[config.mk]
export PLATFORM = sky130hd
export DESIGN_NAME = sequenciador_jogadas
export DESIGN_NICKNAME = d
export VERILOG_FILES = /design/src/rtl/chess_lab_pkg.sv /design/src/rtl/sequenciador_jogadas_temporizador.sv /design/src/rtl/sequenciador_jogadas.sv
export SDC_FILE = /design/constraint.sdc
export NUM_CORES = 1
export LEC_CHECK = 0
export ABC_CLOCK_PERIOD_IN_PS = 4100
export BUFFER_PORTS_ARGS = -buffer_cell sky130_fd_sc_hd__clkbuf_2
export CAP_MARGIN = 20
export CORE_ASPECT_RATIO = 1.1
export CORE_UTILIZATION = 40
export CTS_CLUSTER_SIZE = 24
export DETAILED_ROUTE_END_ITERATION = 12
export GPL_ROUTABILITY_DRIVEN = 0
export PLACE_DENSITY = 0.76
export SLEW_MARGIN = 20
export SYNTH_ARGS = -nofsm -noshare
export SYNTH_HDL_FRONTEND = slang
export SYNTH_SLANG_ARGS = --single-unit
[constraint.sdc]
create_clock -name clock -period 4.1 [get_ports clock]
set_clock_uncertainty 0.1 [all_clocks]
set_input_delay 0.615 -clock clock [delete_from_list [all_inputs] [get_ports clock]]
set_output_delay 0.615 -clock clock [all_outputs]
set_load 0.01 [all_outputs]
[src/rtl/chess_lab_pkg.sv]
// Shared types for the move sequencer: state encoding (mirrored on estado_db),
// coordinate width and the move record used by the memory interface.
package chess_lab_pkg;

  localparam int COORD_W    = 3;
  localparam int N_ENTRADAS = 3;

  localparam logic [3:0] ST_IDLE    = 4'd0;
  localparam logic [3:0] ST_CARREGA = 4'd1;
  localparam logic [3:0] ST_MOSTRA  = 4'd2;
  localparam logic [3:0] ST_AGUARDA = 4'd3;
  localparam logic [3:0] ST_COMPARA = 4'd4;
  localparam logic [3:0] ST_PROXIMA = 4'd5;
  localparam logic [3:0] ST_GANHOU  = 4'd6;
  localparam logic [3:0] ST_ERRO    = 4'd7;

  typedef enum logic [3:0] {
    IDLE    = ST_IDLE,
    CARREGA = ST_CARREGA,
    MOSTRA  = ST_MOSTRA,
    AGUARDA = ST_AGUARDA,
    COMPARA = ST_COMPARA,
    PROXIMA = ST_PROXIMA,
    GANHOU  = ST_GANHOU,
    ERRO    = ST_ERRO
  } estado_t;

  typedef struct packed {
    logic [COORD_W-1:0] coluna;
    logic [COORD_W-1:0] linha;
  } jogada_t;

endpackage

[src/rtl/sequenciador_jogadas_temporizador.sv]
// Clear/enable up-counter that stops at MAX-1 and flags terminal count there.
module temporizador #(
  parameter int MAX = 1
) (
  input  logic clock,
  input  logic reset,
  input  logic limpa,
  input  logic conta,
  output logic fim
);

  localparam int W = (MAX > 1) ? $clog2(MAX) : 1;

  logic [W-1:0] cnt;

  assign fim = (cnt == W'(MAX - 1));

  // Saturates at the terminal count instead of wrapping.
  always_ff @(posedge clock) begin
    if (reset || limpa) begin
      cnt <= '0;
    end else if (conta && !fim) begin
      cnt <= cnt + W'(1);
    end
  end

endmodule

[src/rtl/sequenciador_jogadas.sv]
// Game sequencer: loads/shows the 3 stored moves, checks player replies, shifts
// in a new move per round. Define TIMEOUT_EN to enable the per-move timeout.
module sequenciador_jogadas
  import chess_lab_pkg::*;
#(
  parameter int T_MOSTRA  = 50,
  parameter int T_JOGADA  = 1000,
  parameter int N_RODADAS = 8
) (
  input  logic                               clock,
  input  logic                               reset,
  input  logic                               iniciar,
  input  logic                               jogar,
  input  logic [COORD_W-1:0]                 coluna_jogada,
  input  logic [COORD_W-1:0]                 linha_jogada,
  input  logic [COORD_W-1:0]                 coluna1,
  input  logic [COORD_W-1:0]                 linha1,
  input  logic [COORD_W-1:0]                 coluna2,
  input  logic [COORD_W-1:0]                 linha2,
  input  logic [COORD_W-1:0]                 coluna3,
  input  logic [COORD_W-1:0]                 linha3,
  output logic                               nova_jogada_init,
  output logic                               nova_jogada,
  output logic                               mostra_valida,
  output logic [COORD_W-1:0]                 mostra_coluna,
  output logic [COORD_W-1:0]                 mostra_linha,
  output logic                               aguardando,
  output logic                               acertou,
  output logic                               errou,
  output logic                               timeout,
  output logic [$clog2(N_RODADAS+1)-1:0]     rodada,
  output logic [3:0]                         estado_db
);

  localparam int         RW     = $clog2(N_RODADAS + 1);
  localparam logic [1:0] ULTIMA = 2'(N_ENTRADAS - 1);

  estado_t        estado, prox_estado;
  logic [1:0]     idx, idx_prox;
  logic [RW-1:0]  rodada_q, rodada_prox, rodada_inc;
  jogada_t        jog_reg, jog_prox, entrada;
  logic           timeout_q, timeout_prox;
  logic           fim_mostra, fim_jogada;

  temporizador #(.MAX(T_MOSTRA)) u_tmr_mostra (
    .clock (clock),
    .reset (reset),
    .limpa ((estado != MOSTRA) || fim_mostra),
    .conta (estado == MOSTRA),
    .fim   (fim_mostra)
  );

`ifdef TIMEOUT_EN
  temporizador #(.MAX(T_JOGADA)) u_tmr_jogada (
    .clock (clock),
    .reset (reset),
    .limpa (estado != AGUARDA),
    .conta (estado == AGUARDA),
    .fim   (fim_jogada)
  );
`else
  logic unused_t_jogada;
  assign unused_t_jogada = ^T_JOGADA;
  assign fim_jogada      = 1'b0;
`endif

  always_comb begin
    case (idx)
      2'd0:    entrada = '{coluna: coluna1, linha: linha1};
      2'd1:    entrada = '{coluna: coluna2, linha: linha2};
      default: entrada = '{coluna: coluna3, linha: linha3};
    endcase
  end

  assign rodada_inc = (rodada_q == RW'(N_RODADAS)) ? rodada_q : rodada_q + RW'(1);

  // NOTE: every signal written here gets a default first; a path that leaves one
  // unassigned would infer a latch.
  always_comb begin
    prox_estado  = estado;
    idx_prox     = idx;
    rodada_prox  = rodada_q;
    jog_prox     = jog_reg;
    timeout_prox = timeout_q;
    case (estado)
      IDLE: if (iniciar) prox_estado = CARREGA;
      CARREGA: begin
        rodada_prox  = '0;
        idx_prox     = '0;
        timeout_prox = 1'b0;
        prox_estado  = MOSTRA;
      end
      MOSTRA: begin
        if (fim_mostra) begin
          if (idx == ULTIMA) begin
            idx_prox    = '0;
            prox_estado = AGUARDA;
          end else begin
            idx_prox = idx + 2'd1;
          end
        end
      end
      AGUARDA: begin
        // A reply in the expiry cycle still counts.
        if (jogar) begin
          jog_prox    = '{coluna: coluna_jogada, linha: linha_jogada};
          prox_estado = COMPARA;
        end else if (fim_jogada) begin
          timeout_prox = 1'b1;
          prox_estado  = ERRO;
        end
      end
      COMPARA: begin
        if (jog_reg != entrada) begin
          prox_estado = ERRO;
        end else if (idx != ULTIMA) begin
          idx_prox    = idx + 2'd1;
          prox_estado = AGUARDA;
        end else begin
          rodada_prox = rodada_inc;
          prox_estado = (rodada_inc == RW'(N_RODADAS)) ? GANHOU : PROXIMA;
        end
      end
      PROXIMA: begin
        idx_prox    = '0;
        prox_estado = MOSTRA;
      end
      GANHOU, ERRO: if (iniciar) prox_estado = CARREGA;
      default: prox_estado = IDLE;
    endcase
  end

  // NOTE: state registers use non-blocking assignments so every flop samples
  // pre-edge values regardless of process ordering.
  always_ff @(posedge clock) begin
    if (reset) begin
      estado    <= IDLE;
      idx       <= '0;
      rodada_q  <= '0;
      jog_reg   <= '0;
      timeout_q <= 1'b0;
    end else begin
      estado    <= prox_estado;
      idx       <= idx_prox;
      rodada_q  <= rodada_prox;
      jog_reg   <= jog_prox;
      timeout_q <= timeout_prox;
    end
  end

  assign nova_jogada_init = (estado == CARREGA);
  assign nova_jogada      = (estado == PROXIMA);
  assign mostra_valida    = (estado == MOSTRA);
  assign mostra_coluna    = (estado == MOSTRA) ? entrada.coluna : '0;
  assign mostra_linha     = (estado == MOSTRA) ? entrada.linha  : '0;
  assign aguardando       = (estado == AGUARDA);
  assign acertou          = (estado == GANHOU);
  assign errou            = (estado == ERRO);
  assign timeout          = (estado == ERRO) && timeout_q;
  assign rodada           = rodada_q;
  assign estado_db        = estado;

endmodule

==> results.json <==
{
  "critPathArrivalTime_ps": 2990,
  "initial_core_util_pct": 42.39,
  "worstSetupStartpointType": "flip-flop",
  "routed_via_density": 5.314,
  "worstPathCellList": "inv_1 -> ha_1 -> or3b_1 -> and3_1 -> nor4b_2 -> nand3_2 -> or4_1 -> a31oi_1",
  "grt_antenna_before_repair": 0,
  "route.vias.total": 1525,
  "dr.pass1.iters": 4,
  "floorplan.rows": 23,
  "grt_pass1_wl_mm": 6.058,
  "unrepaired_setup_endpoints_after_global_routing": "false",
  "fillers": 391,
  "critPathKind": "reg2reg",
  "remaining_drc_errors": 0,
  "finalSetupTns_ps": 0,
  "cap_viol_max_count": 0,
  "clk-insertion-delay-late_ps": 270,
  "post_synth_fa_ha_maj_area_fraction_pct": 7.212,
  "die_height_um": 67.53,
  "numCtsBuffers": 3,
  "cts-resized-gates": 0,
  "r2r_slack_ps": 1200,
  "grt_max_degree": 19,
  "wl_met1_mm": 1.605,
  "max_freq_ghz": 0.3453,
  "tritoncts_num_sinks": 21,
  "post_synth_xor_area_fraction_pct": 2.244,
  "power-per-cell-area_nw_per_um2": 376.6,
  "placement.io_buffers": 46,
  "sequential_fraction_of_the_synthesis_area_pct": 26.92,
  "setup-violations-final": 0,
  "end_kind": "flip-flop",
  "netlist_top_cells_area": "dfxtp_1 (27%), ha_1 (7.2%), a21oi_1 (5.8%), nor2_1 (5.0%), nand2_1 (4.8%)",
  "place_worst_setup_slack_ps": 1243,
  "tightestPinTransition_ps": 590.1,
  "critical_path_required_ps": 4200,
  "number_of_synthesized_flops_with_an_enable_pin": 0,
  "timing.critical_path.buf_inv": 1,
  "syn-cell-area_um2": 1561,
  "insertedDiodeCount": 0,
  "critPathTopFamily": "simple AND/OR/NAND/NOR gates",
  "route.detailed.wl_per_inst_um": 12.99,
  "synth-async-reset-ratio_pct": 0,
  "synthSimpleGateAreaFrac_pct": 28.85,
  "finalWirelength_mm": 3.729,
  "yosys_register_bits": 21,
  "drt_first_iter_violations": 45,
  "yosys_top_cell_by_area": "dfxtp_1",
  "maxUsedRoutingLayer": "met4",
  "worst_r2r_endpoint": "rodada[0]",
  "area_of_the_die_um2": 4158,
  "drt.antenna.violating_nets": 0,
  "grt_pass1_vias": 1437,
  "share_of_the_synthesized_area_in_compound_gates_ao_oa_aoi_oai_pct": 22.60,
  "hpwl_mm": 2.833,
  "rr_startpoint": "idx[0]",
  "path_max_fanout": 12,
  "layout-drive-gt1-share_pct": 24.47,
  "post_cts_hold_buffer_count": 0,
  "reg2reg_depth": 8,
  "clock_path_buffers": 2,
  "cts_tree": "done",
  "clkTransAtPathRegs_ps": 80,
  "die_width_um": 61.57,
  "avgSynthCellArea_um2": 7.886,
  "yosysWarningCount": 0,
  "clockRootBuffer": "clkbuf_8",
  "synth_top_family_by_area": "simple AND/OR/NAND/NOR gates",
  "muxShareOfSynthArea_pct": 5.208,
  "power.leakage_nw": 0.7909,
  "grt_remaining_overflow": 0,
  "timing_hold_violations_final": 0,
  "htree_depth": 1,
  "timing.critical_path.slowest_stage_cell": "or4_1",
  "post-synth-top-area-fraction_pct": 26.92,
  "netlist_top_cells_count": "dfxtp_1 (21), nor2_1 (21), nand2_1 (20)",
  "grtUsageTotal_pct": 19.32,
  "final_util_pct": 50.03,
  "finalPower_uw": 694.1,
  "final_net_count": 275,
  "fin_crit_sh_pct": 70.64,
  "stdcell_area_um2": 1843,
  "route.met2.wl_mm": 1.935,
  "worst_hold_startpoint": "u_tmr_mostra.cnt[0]",
  "post-route-worst-setup-slack_ps": 1204,
  "timing.final.max_slew_violations": 0,
  "relSlewSlack_pct": 60.60,
  "outcome": "complete, no violations",
  "worst_ir_drop_vdd_mv": 0.2318,
  "placement.cell_area_um2": 1794,
  "worst_hold_path.endpoint": "u_tmr_mostra.cnt[0]",
  "syn2layout_area_growth_pct": 18.03,
  "min_delay_path_depth": 1,
  "post-route-min-period_ps": 2896,
  "boundaryPins": 49,
  "wl_met3_um": 114,
  "core-area_um2": 3684,
  "post_cts_buffers": 0,
  "crit_path_max_incr_delay_ps": 540,
  "synth_ff_type": "dfxtp_1",
  "hp-class": "reg2reg",
  "ys_types": 49,
  "synthCells": 198
}
[logic make-up (layout without fill, tap and decap cells)]
| logic type | count (synthesis) | after routing |
|---|---|---|
| other | 1 | 2 |
| multiplexers | 8 | 8 |
| buffers and inverters | 23 | 61 |
| XOR/XNOR | 4 | 4 |
| flip-flops | 21 | 21 |
| AND/OR/NAND/NOR | 79 | 79 |
| adder cells (fa/ha/maj) | 9 | 9 |
| AO/OA/AOI/OAI | 53 | 53 |
[layer usage]
| layer | vias to the layer above | track usage, % |
|---|---|---|
| li1 | 792 | - |
| met1 | 702 | 21.60 |
| met2 | 23 | 35.35 |
| met3 | 8 | 4.598 |
| met4 | 0 | 5.833 |
| met5 | - | 0 |
[through the flow]
step	cells	hold WS, ps
2_1_floorplan	199	333.4
3_3_place_gp	283	351.4
3_5_place_dp	283	363.9
4_1_cts	287	384.7
5_1_grt	287	395.1
6_report	287	382.2
[power breakdown]
part | switching, mW | internal, mW | leakage [nW] | total (mW)
logic | 0.183 | 0.123 | 0.599 | 0.305
clock network | 0.0740 | 0.0688 | 0.0217 | 0.143
registers | 0.0285 | 0.217 | 0.170 | 0.246
total | 0.285 | 0.409 | 0.791 | 0.694
[area by class of cell]
| cell class | count | area, um2 | share of cell area [%] |
|---|---|---|---|
| multi-input cells | 155 | 1040 | 56.42 |
| flip-flops and latches | 21 | 420.4 | 22.81 |
| repair buffers | 46 | 230.2 | 12.49 |
| well taps | 50 | 62.56 | 3.394 |
| clock buffers | 3 | 41.29 | 2.240 |
| inverters | 11 | 41.29 | 2.240 |
| clock inverters | 1 | 7.507 | 0.4073 |
[layout by cell type (no fill, tap or decap), drive strengths merged, types with 5 or more instances in the layout]
cell	instances
nand2	20
or3b	6
a31oi	5
ha	9
nor2	21
dfxtp	21
mux2i	7
a22oi	6
o21ai	5
nand3	10
inv	11
clkbuf	49
a21oi	18
[worst max-delay path by stage]
stage / start / to / slack [ps] / depth (start not counted)
after floorplan: idx[0] / rodada[0] / 1470 / 9
after global placement: idx[0] / rodada[0] / 1310 / 8
after detailed placement: idx[0] / rodada[0] / 1240 / 8
after CTS: idx[0] / rodada[0] / 1220 / 8
after global routing: idx[0] / rodada[0] / 1000 / 8
final: idx[0] / rodada[0] / 1200 / 8
Power figures use the tool's default switching activity.
